File: src/rtl/sdram_burst_ctrl.sv
// sdram_burst_ctrl: command sequencer for burst-8, auto-precharge SDRAM access.
// Arbitrates refresh, write and read requests, issues ACT/READ/WRITE/REFRESH
// commands, and publishes work_state/cnt_clk for the data read/write stage.
module sdram_burst_ctrl #(
    parameter int TRCD_CLK   = 2,
    parameter int CL_CLK     = 3,
    parameter int TWR_CLK    = 2,
    parameter int TRP_CLK    = 2,
    parameter int TRFC_CLK   = 7,
    parameter int REF_PERIOD = 780
) (
    input  logic        clk,
    input  logic        rst_n,
    input  logic        init_done,
    input  logic        sys_wr_req,
    input  logic        sys_rd_req,
    input  logic [21:0] sys_addr,
    output logic        sys_wr_ack,
    output logic        sys_rd_ack,
    output logic        sdram_busy,
    output logic [3:0]  sdram_cmd,
    output logic [1:0]  sdram_ba,
    output logic [11:0] sdram_addr,
    output logic [3:0]  work_state,
    output logic [9:0]  cnt_clk
);

    typedef enum logic [3:0] {
        IDLE   = 4'd0,
        ACTIVE = 4'd1,
        TRCD   = 4'd2,
        READ   = 4'd3,
        CL     = 4'd4,
        RD     = 4'd5,
        RWAIT  = 4'd6,
        WRITE  = 4'd7,
        WD     = 4'd8,
        TDAL   = 4'd9,
        AR     = 4'd10,
        TRFC   = 4'd11
    } state_t;

    localparam logic [3:0] CMD_NOP     = 4'b0111;
    localparam logic [3:0] CMD_ACT     = 4'b0011;
    localparam logic [3:0] CMD_READ    = 4'b0101;
    localparam logic [3:0] CMD_WRITE   = 4'b0100;
    localparam logic [3:0] CMD_REFRESH = 4'b0001;

    // Last cnt_clk value of each multi-cycle state (duration minus one)
    localparam logic [9:0] LAST_TRCD  = 10'(TRCD_CLK - 2);
    localparam logic [9:0] LAST_CL    = 10'(CL_CLK - 2);
    localparam logic [9:0] LAST_WD    = 10'd6;
    localparam logic [9:0] LAST_TDAL  = 10'(TWR_CLK + TRP_CLK - 1);
    localparam logic [9:0] LAST_RD    = 10'd7;
    localparam logic [9:0] LAST_RWAIT = 10'(TRP_CLK - 1);
    localparam logic [9:0] LAST_TRFC  = 10'(TRFC_CLK - 2);
    localparam logic [9:0] CNT_MAX    = 10'd1023;

    localparam int             RW       = $clog2(REF_PERIOD);
    localparam logic [RW-1:0]  REF_LAST = RW'(REF_PERIOD - 1);

    state_t          state;
    state_t          next_state;
    logic            is_write;
    logic [21:0]     addr_q;
    logic [RW-1:0]   ref_cnt;
    logic            ref_pending;

    assign work_state = state;

    // Next-state decode: IDLE arbitration plus fixed per-state durations
    always_comb begin
        next_state = state;
        case (state)
            IDLE: begin
                if (init_done) begin
                    if (ref_pending)
                        next_state = AR;
                    else if (sys_wr_req || sys_rd_req)
                        next_state = ACTIVE;
                end
            end
            ACTIVE: next_state = TRCD;
            TRCD:   if (cnt_clk == LAST_TRCD)  next_state = is_write ? WRITE : READ;
            WRITE:  next_state = WD;
            WD:     if (cnt_clk == LAST_WD)    next_state = TDAL;
            TDAL:   if (cnt_clk == LAST_TDAL)  next_state = IDLE;
            READ:   next_state = CL;
            CL:     if (cnt_clk == LAST_CL)    next_state = RD;
            RD:     if (cnt_clk == LAST_RD)    next_state = RWAIT;
            RWAIT:  if (cnt_clk == LAST_RWAIT) next_state = IDLE;
            AR:     next_state = TRFC;
            TRFC:   if (cnt_clk == LAST_TRFC)  next_state = IDLE;
            default: next_state = IDLE;
        endcase
    end

    // FSM state, cycle counter, registered commands/addresses and handshakes
    always_ff @(posedge clk or negedge rst_n) begin
        if (!rst_n) begin
            state      <= IDLE;
            cnt_clk    <= '0;
            sdram_cmd  <= CMD_NOP;
            sdram_ba   <= '0;
            sdram_addr <= '0;
            sys_wr_ack <= 1'b0;
            sys_rd_ack <= 1'b0;
            sdram_busy <= 1'b0;
            is_write   <= 1'b0;
            addr_q     <= '0;
        end else begin
            state <= next_state;

            if (next_state != state)
                cnt_clk <= '0;
            else if (cnt_clk != CNT_MAX)
                cnt_clk <= cnt_clk + 10'd1;

            sdram_busy <= (next_state != IDLE);
            sys_wr_ack <= (next_state == WRITE) || (next_state == WD);
            sys_rd_ack <= (state == RD);

            if (state == IDLE && next_state != IDLE) begin
                addr_q   <= sys_addr;
                is_write <= sys_wr_req;
            end

            case (state)
                ACTIVE: begin
                    sdram_cmd  <= CMD_ACT;
                    sdram_ba   <= addr_q[21:20];
                    sdram_addr <= addr_q[19:8];
                end
                WRITE: begin
                    sdram_cmd  <= CMD_WRITE;
                    sdram_ba   <= addr_q[21:20];
                    sdram_addr <= {1'b0, 1'b1, 2'b00, addr_q[7:0]};
                end
                READ: begin
                    sdram_cmd  <= CMD_READ;
                    sdram_ba   <= addr_q[21:20];
                    sdram_addr <= {1'b0, 1'b1, 2'b00, addr_q[7:0]};
                end
                AR: begin
                    sdram_cmd  <= CMD_REFRESH;
                    sdram_addr <= '0;
                end
                default: sdram_cmd <= CMD_NOP;
            endcase
        end
    end

    // Refresh interval timer; a wrap coinciding with AR entry wins over the clear
    always_ff @(posedge clk or negedge rst_n) begin
        if (!rst_n) begin
            ref_cnt     <= '0;
            ref_pending <= 1'b0;
        end else begin
            if (!init_done)
                ref_cnt <= '0;
            else if (ref_cnt == REF_LAST)
                ref_cnt <= '0;
            else
                ref_cnt <= ref_cnt + 1'b1;

            if (init_done && ref_cnt == REF_LAST)
                ref_pending <= 1'b1;
            else if (state == IDLE && next_state == AR)
                ref_pending <= 1'b0;
        end
    end

endmodule

File: config.mk
export PLATFORM = sky130hd
export DESIGN_NAME = sdram_burst_ctrl
export DESIGN_NICKNAME = d
export VERILOG_FILES = /design/src/rtl/sdram_burst_ctrl.sv
export SDC_FILE = /design/constraint.sdc
export NUM_CORES = 1
export LEC_CHECK = 0
export BUFFER_PORTS_ARGS = -buffer_cell sky130_fd_sc_hd__buf_4
export CORE_MARGIN = 5
export CORE_UTILIZATION = 59
export CTS_CLUSTER_DIAMETER = 80
export CTS_CLUSTER_SIZE = 16
export DETAILED_ROUTE_END_ITERATION = 8
export GPL_ROUTABILITY_DRIVEN = 0
export PLACE_DENSITY = 0.92
export SYNTH_ARGS = -nofsm -noshare
export SYNTH_HDL_FRONTEND = slang
export SYNTH_SLANG_ARGS = --single-unit
export TNS_END_PERCENT = 1
File: constraint.sdc
create_clock -name clk -period 4.1 [get_ports clk]
set_input_delay 0 -clock clk [delete_from_list [all_inputs] [get_ports clk]]
set_output_delay 0 -clock clk [all_outputs]
set_load 0.1 [all_outputs]
# Word level (Yosys, flattened, before mapping)
# Cells that the tools add are included.
[totals] register_bits=69 in_bits=27 output_inout_bits=35 wordCells=69
[op_classes] add_sub_neg=2 eq_ne=22 muxes=20 n_reduce_logical=13
[ops] cell="4-bit case mux with 12 select lines" count=1
[ops] cell="10-bit two-way mux" count=4
[ops] cell="4-bit two-way mux" count=10
[ops] cell="12-bit case mux with 3 select lines" count=1
[ops] cell="10-bit by 3-bit == test with 1-bit output, second input constant" count=3
[ops] cell="4-bit == test, second input constant" count=6
[ops] cell="10-bit by 1-bit adder with 10-bit output, second input constant" count=2
[ops] cell="4-bit by 3-bit == test with 1-bit output, second input constant" count=5
[ops] cell="3-bit case mux with 4 select lines" count=1
[ops] cell="10-bit by 1-bit == test with 1-bit output, second input constant" count=1
[ops] cell="10-bit == test, second input constant" count=1
[ops] cell="10-bit by 2-bit == test with 1-bit output, second input constant" count=1
[ops] cell="10-bit zero test" count=1
[ops] cell="10-bit != test, second input constant" count=1
[ops] cell="4-bit by 2-bit == test with 1-bit output, second input constant" count=2
[ops] cell="4-bit by 1-bit == test with 1-bit output, second input constant" count=1
[ops] cell="4-bit zero test" count=1
[ops] cell="4-bit != test" count=1
[ops] cell="2-bit nonzero test" count=2
[ops] cell="4-bit nonzero test" count=1
[ops] cell="1-bit logical AND" count=3
[ops] cell="3-bit two-way mux" count=1
[ops] cell="3-bit nonzero test" count=1
[ops] cell="3-bit OR reduction" count=1
[ops] cell="3 further kinds" count=5

# Longest topological paths before layout
[logic_depth] depth_word=9 mapped_depth=9

# Worst setup path before layout
# Ideal clock, no wire load.
[synth_timing] path_type="register to register" startpoint="register cnt_clk[6]" endpoint="register addr_q[10]" setup_ps=127 arrival_time_ps=3106 slack_ps=867 path_stages_with_launch=10 path_buffers=3 period_less_slack_ps=3233 path_cell_list="dfrtp_1 > buf_2 > or4_1 > buf_2 > nor3_4 > a2bb2oi_4 > o311ai_4 > o31ai_4 > buf_6 > mux2_1"
[synth_via] elab_chain_len=5
[synth_rtl] element="from (decl)" line_no="25" rtl="output logic [9:0] cnt_clk"
[synth_rtl] element="from (signal assigned)" line_no="117" rtl="cnt_clk <= cnt_clk + 10'd1;"
[synth_rtl] element="10-bit by 3-bit == test with 1-bit output, or another cell as far along" line_no="93" rtl="TRFC: if (cnt_clk == LAST_TRFC) next_state = IDLE;"
[synth_rtl] element="4-bit two-way mux, or another cell as far along" line_no="93"
[synth_rtl] element="4-bit case mux with 12 select lines *" line_no="74" rtl="case (state)"
[synth_rtl] element="net next_state[3]" line_no="63" rtl="state_t next_state;"
[synth_rtl] element="4-bit nonzero test *" line_no="123" rtl="if (state == IDLE && next_state != IDLE) begin"
[synth_rtl] element="1-bit logical AND *" line_no="123"
[synth_rtl] element="to (signal assigned)" line_no="124" rtl="addr_q <= sys_addr;"
[synth_rtl] element="to (decl)" line_no="65" rtl="logic [21:0] addr_q;"
# Mark *: on every way through the listed nets, which the timed path passes. The rest lies on a longest branch.
# A chain may end at the register's enable or synchronous reset.

# Worst setup path after layout
[layout_timing] startpoint="register state[1], in the netlist work_state[1]" endpoint="register cnt_clk[9]"
[layout_via] elab_chain_len=6
[layout_rtl] element="from (decl)" line_no="62" rtl="state_t state;"
[layout_rtl] element="from (signal assigned)" line_no="112" rtl="state <= next_state;"
[layout_rtl] element="4-bit two-way mux" line_no="79" rtl="else if (sys_wr_req || sys_rd_req)"
[layout_rtl] element="4-bit two-way mux" line_no="77" rtl="if (ref_pending)"
[layout_rtl] element="4-bit two-way mux" line_no="76" rtl="if (init_done) begin"
[layout_rtl] element="4-bit case mux with 12 select lines" line_no="74"
[layout_rtl] element="4-bit != test *" line_no="114" rtl="if (next_state != state)"
[layout_rtl] element="10-bit two-way mux or 2-bit nonzero test (tied branches)"
# Every way passes the cells marked *; elsewhere a longest branch is shown, timed or not.

==> flow_summary.toml <==
[outcome]
status = "finished, final reports clean"

[job]
drv_cap = 0

[cts]
clkSinkCount = 68
clk_path_buf_depth = 2
clockRootBuffer = "clkbuf_8"
clock_latency_ns = 0.35
postCtsResizedCells = 0
cts_tree = "yes"
numCtsBuffers = 9
path_clk_slew_ns = 0.09
htree_num_levels = 3

[pwr]
finalPower_mw = 3.39
p_clk_share_pct = 18.3
p_int_mw = 1.69
p_seq_share_pct = 32.1
p_switching_mw = 1.70
swShare_pct = 50.2
p_comb_share_pct = 49.5
leakage_nw = 1.90
power.density_mw_per_mm2 = 811
ir_worst_vdd_uv = 541

[global_route]
grt_first_pass_wirelength_mm = 13.9
grt_usage_pct = 25.0
antenna_found_initial = 0
grt_pass1_vias = 2777
grt_max_degree = 69
grt.overflow.total = 0

[timing]
skew_ns = 0.0167
worst_slack_ns = 1.03
finalCriticalPeriod_ns = 3.07
tns_ns = 0
setup_violations = 0
slew_headroom_pct = 39.4
rsz0062_at_grt = "no"
hold_viol = 0
worst_pin_slew_ns = 0.908
holdWs_ns = 0.289
finalCritPeriodShare_pct = 74.9
fmax_mhz = 326
maxSlewViolCount = 0

[floorplan]
pin_count = 62
die_y_um = 84.0
start_util_pct = 59.8
rows = 27
die_area_mm2 = 0.00706
coreArea_mm2 = 0.00541
fp.dieW_um = 84.0

[drt]
drt_pass1_iterations = 6
drt-vias-per-instance = 5.89
drtIter0Drc = 330
drcViolationCount = 0
vias = 2739
antenna_left = 0
routedWlPerCell_um = 18.3
drt-total-wl_mm = 8.49

[synthesis]
synth_ff_type = "dfrtp_1"
syn_area_mm2 = 0.00323
syn_area_per_cell_um2 = 10.6
ys_ff_latch = 68
synth_warnings = 0
synth_nets = 336
synthArstFlopShare_pct = 100
seq_area_frac_synth_pct = 52.8
ys_types = 50
synth_edf_count = 0
syn_inst = 304

[finish]
final_layout_size_suffix_gt1_share_pct = 23.7
seqCellArea_mm2 = 0.00171
diodes = 0
area_growth_pct = 29.4
multi_input_area_mm2 = 0.00142
nFillCells = 316
nNetsFinal = 420

[placed_design]
dp_hpwl_mm = 5.19
post-place-ws_ns = 1.18
port_buffers = 60

[critical_path]
cp.required_ns = 4.29
r2r-end = "cnt_clk[9]"
crit_arrival_ns = 3.26
critPathMaxFanout = 15
cp-end-kind = "register"
crit_type = "register to register"
reg2reg_from = "work_state[1]"
reg2regPathDepth = 6
startpoint_type = "register"
rrSetupSlack_ns = 1.03

[min_path]
worstHoldPathType = "primary input to async pin"
## state kept, by name, summed over array words and instances (netlist names)
name,cells
work_state,4
is_write,1
sys_rd_ack,1
addr_q,22
ref_cnt,10
sdram_addr,12
ref_pending,1
sys_wr_ack,1
sdram_cmd,3
cnt_clk,10
sdram_ba,2
sdram_busy,1
## metal layers
| metal | global-route usage (%) | vias to the layer above | share of wire, % |
|---|---|---|---|
| met4 | 11.1 | 0 | 3.8 |
| met2 | 41.0 | 156 | 49 |
| met3 | 7.31 | 30 | 7.4 |
| met1 | 30.5 | 1312 | 40 |
| li1 | - | 1241 | - |
| met5 | 0 | - | 0 |
## cell usage after synthesis (3+ instances only)
library cell  number  area share [%]
a211oi_1           6             1.4
a21oi_1           12             1.9
a31oi_1            3            0.58
clkbuf_1           7            0.81
dfrtp_1           65              50
dfstp_2            3             2.4
ha_1               5             1.9
inv_1             10             1.2
mux2_1            20             7.0
mux2_2             5             1.7
mux2i_1            3            0.93
nand2_1           21             2.4
nand3_1           13             2.0
nand3b_1           3            0.70
nand4_1            4            0.77
nor2_1            40             4.6
nor3_1             7             1.1
nor4_1             8             1.5
o21ai_0           18             2.8
or3_1              5            0.97
xnor2_1            5             1.4
xor2_1             7             1.9
## critical path: stages (launching register included)
cell,delay (ns)
dfrtp_1,0.53
nor4_1,0.66
nand2_1,0.22
o32a_1,0.41
and4_1,0.22
o2111ai_1,0.73
nor3_1,0.15
## layout by cell type, fill, tap and decap left out, types with 4 or more instances in the layout
cell and instances:
dfrtp_1 65, buf_4 61, nor2_1 40, dlygate4sd3_1 25, nand2_1 21, mux2_1 20
o21ai_0 18, nand3_1 13, a21oi_1 12, inv_1 10, clkbuf_8 9, nor4_1 8
nor3_1 7, xor2_1 7, a211oi_1 6, or3_1 5, xnor2_1 5, mux2_2 5
ha_1 5, nand4_1 4
## logic make-up after synthesis
| logic type | Yosys count | synth area share [%] |
|---|---|---|
| mux | 28 | 9.64 |
| buf+inv | 24 | 3.45 |
| fa+ha+maj | 5 | 1.94 |
| flops | 68 | 52.8 |
| other cells | 1 | 0.116 |
| xor+xnor | 12 | 3.25 |
| compound gates | 49 | 10.7 |
| simple gates | 117 | 18.2 |
## cell type report
cell class	count	share of cell area, %
Tap cell	72	2.15
Inverter	11	0.987
Clock inverter	7	2.36
Multi-Input combinational cell	212	33.8
Sequential cell	68	40.8
Timing Repair Buffer	86	16.9
Clock buffer	9	2.96
## through the flow
| stage | std cells | utilization (%) | instance area (um2) |
|---|---|---|---|
| 6_report | 465 | 77.4 | 4180 |
| 5_1_grt | 465 | 77.4 | 4180 |
| 4_1_cts | 465 | 77.4 | 4180 |
| 3_5_place_dp | 424 | 68.6 | 3710 |
| 3_3_place_gp | 424 | 68.6 | 3710 |
| 2_1_floorplan | 304 | - | 3230 |
## how the worst max path moves through the flow
stage                  startpoint          to  slack (ns)  depth (start not counted)
CTS                    cnt_clk[6]   addr_q[1]        1.13                          7
detailed placement     cnt_clk[6]   addr_q[1]        1.18                          7
finish              work_state[1]  cnt_clk[9]        1.03                          6
global route           cnt_clk[6]   addr_q[0]        0.94                          7
floorplan              cnt_clk[6]  addr_q[10]        0.87                          9
global placement       cnt_clk[6]   addr_q[1]        1.25                          7
## power by group through the flow
stage / registers (mW) / logic [mW] / clock network, mW
floorplan: 1.77 / 0.570 / 0
global placement: 1.07 / 1.59 / 0
detailed placement: 1.09 / 1.62 / 0
CTS: 1.07 / 1.66 / 0.622
global route: 1.11 / 1.76 / 0.656
finish: 1.09 / 1.68 / 0.622
## repair_timing
action,4_1_cts,5_1_grt
hold buffers,25,0
buffers inserted,0,0
hold endpoints to repair,89,0
(Power assumes the default switching activity.)
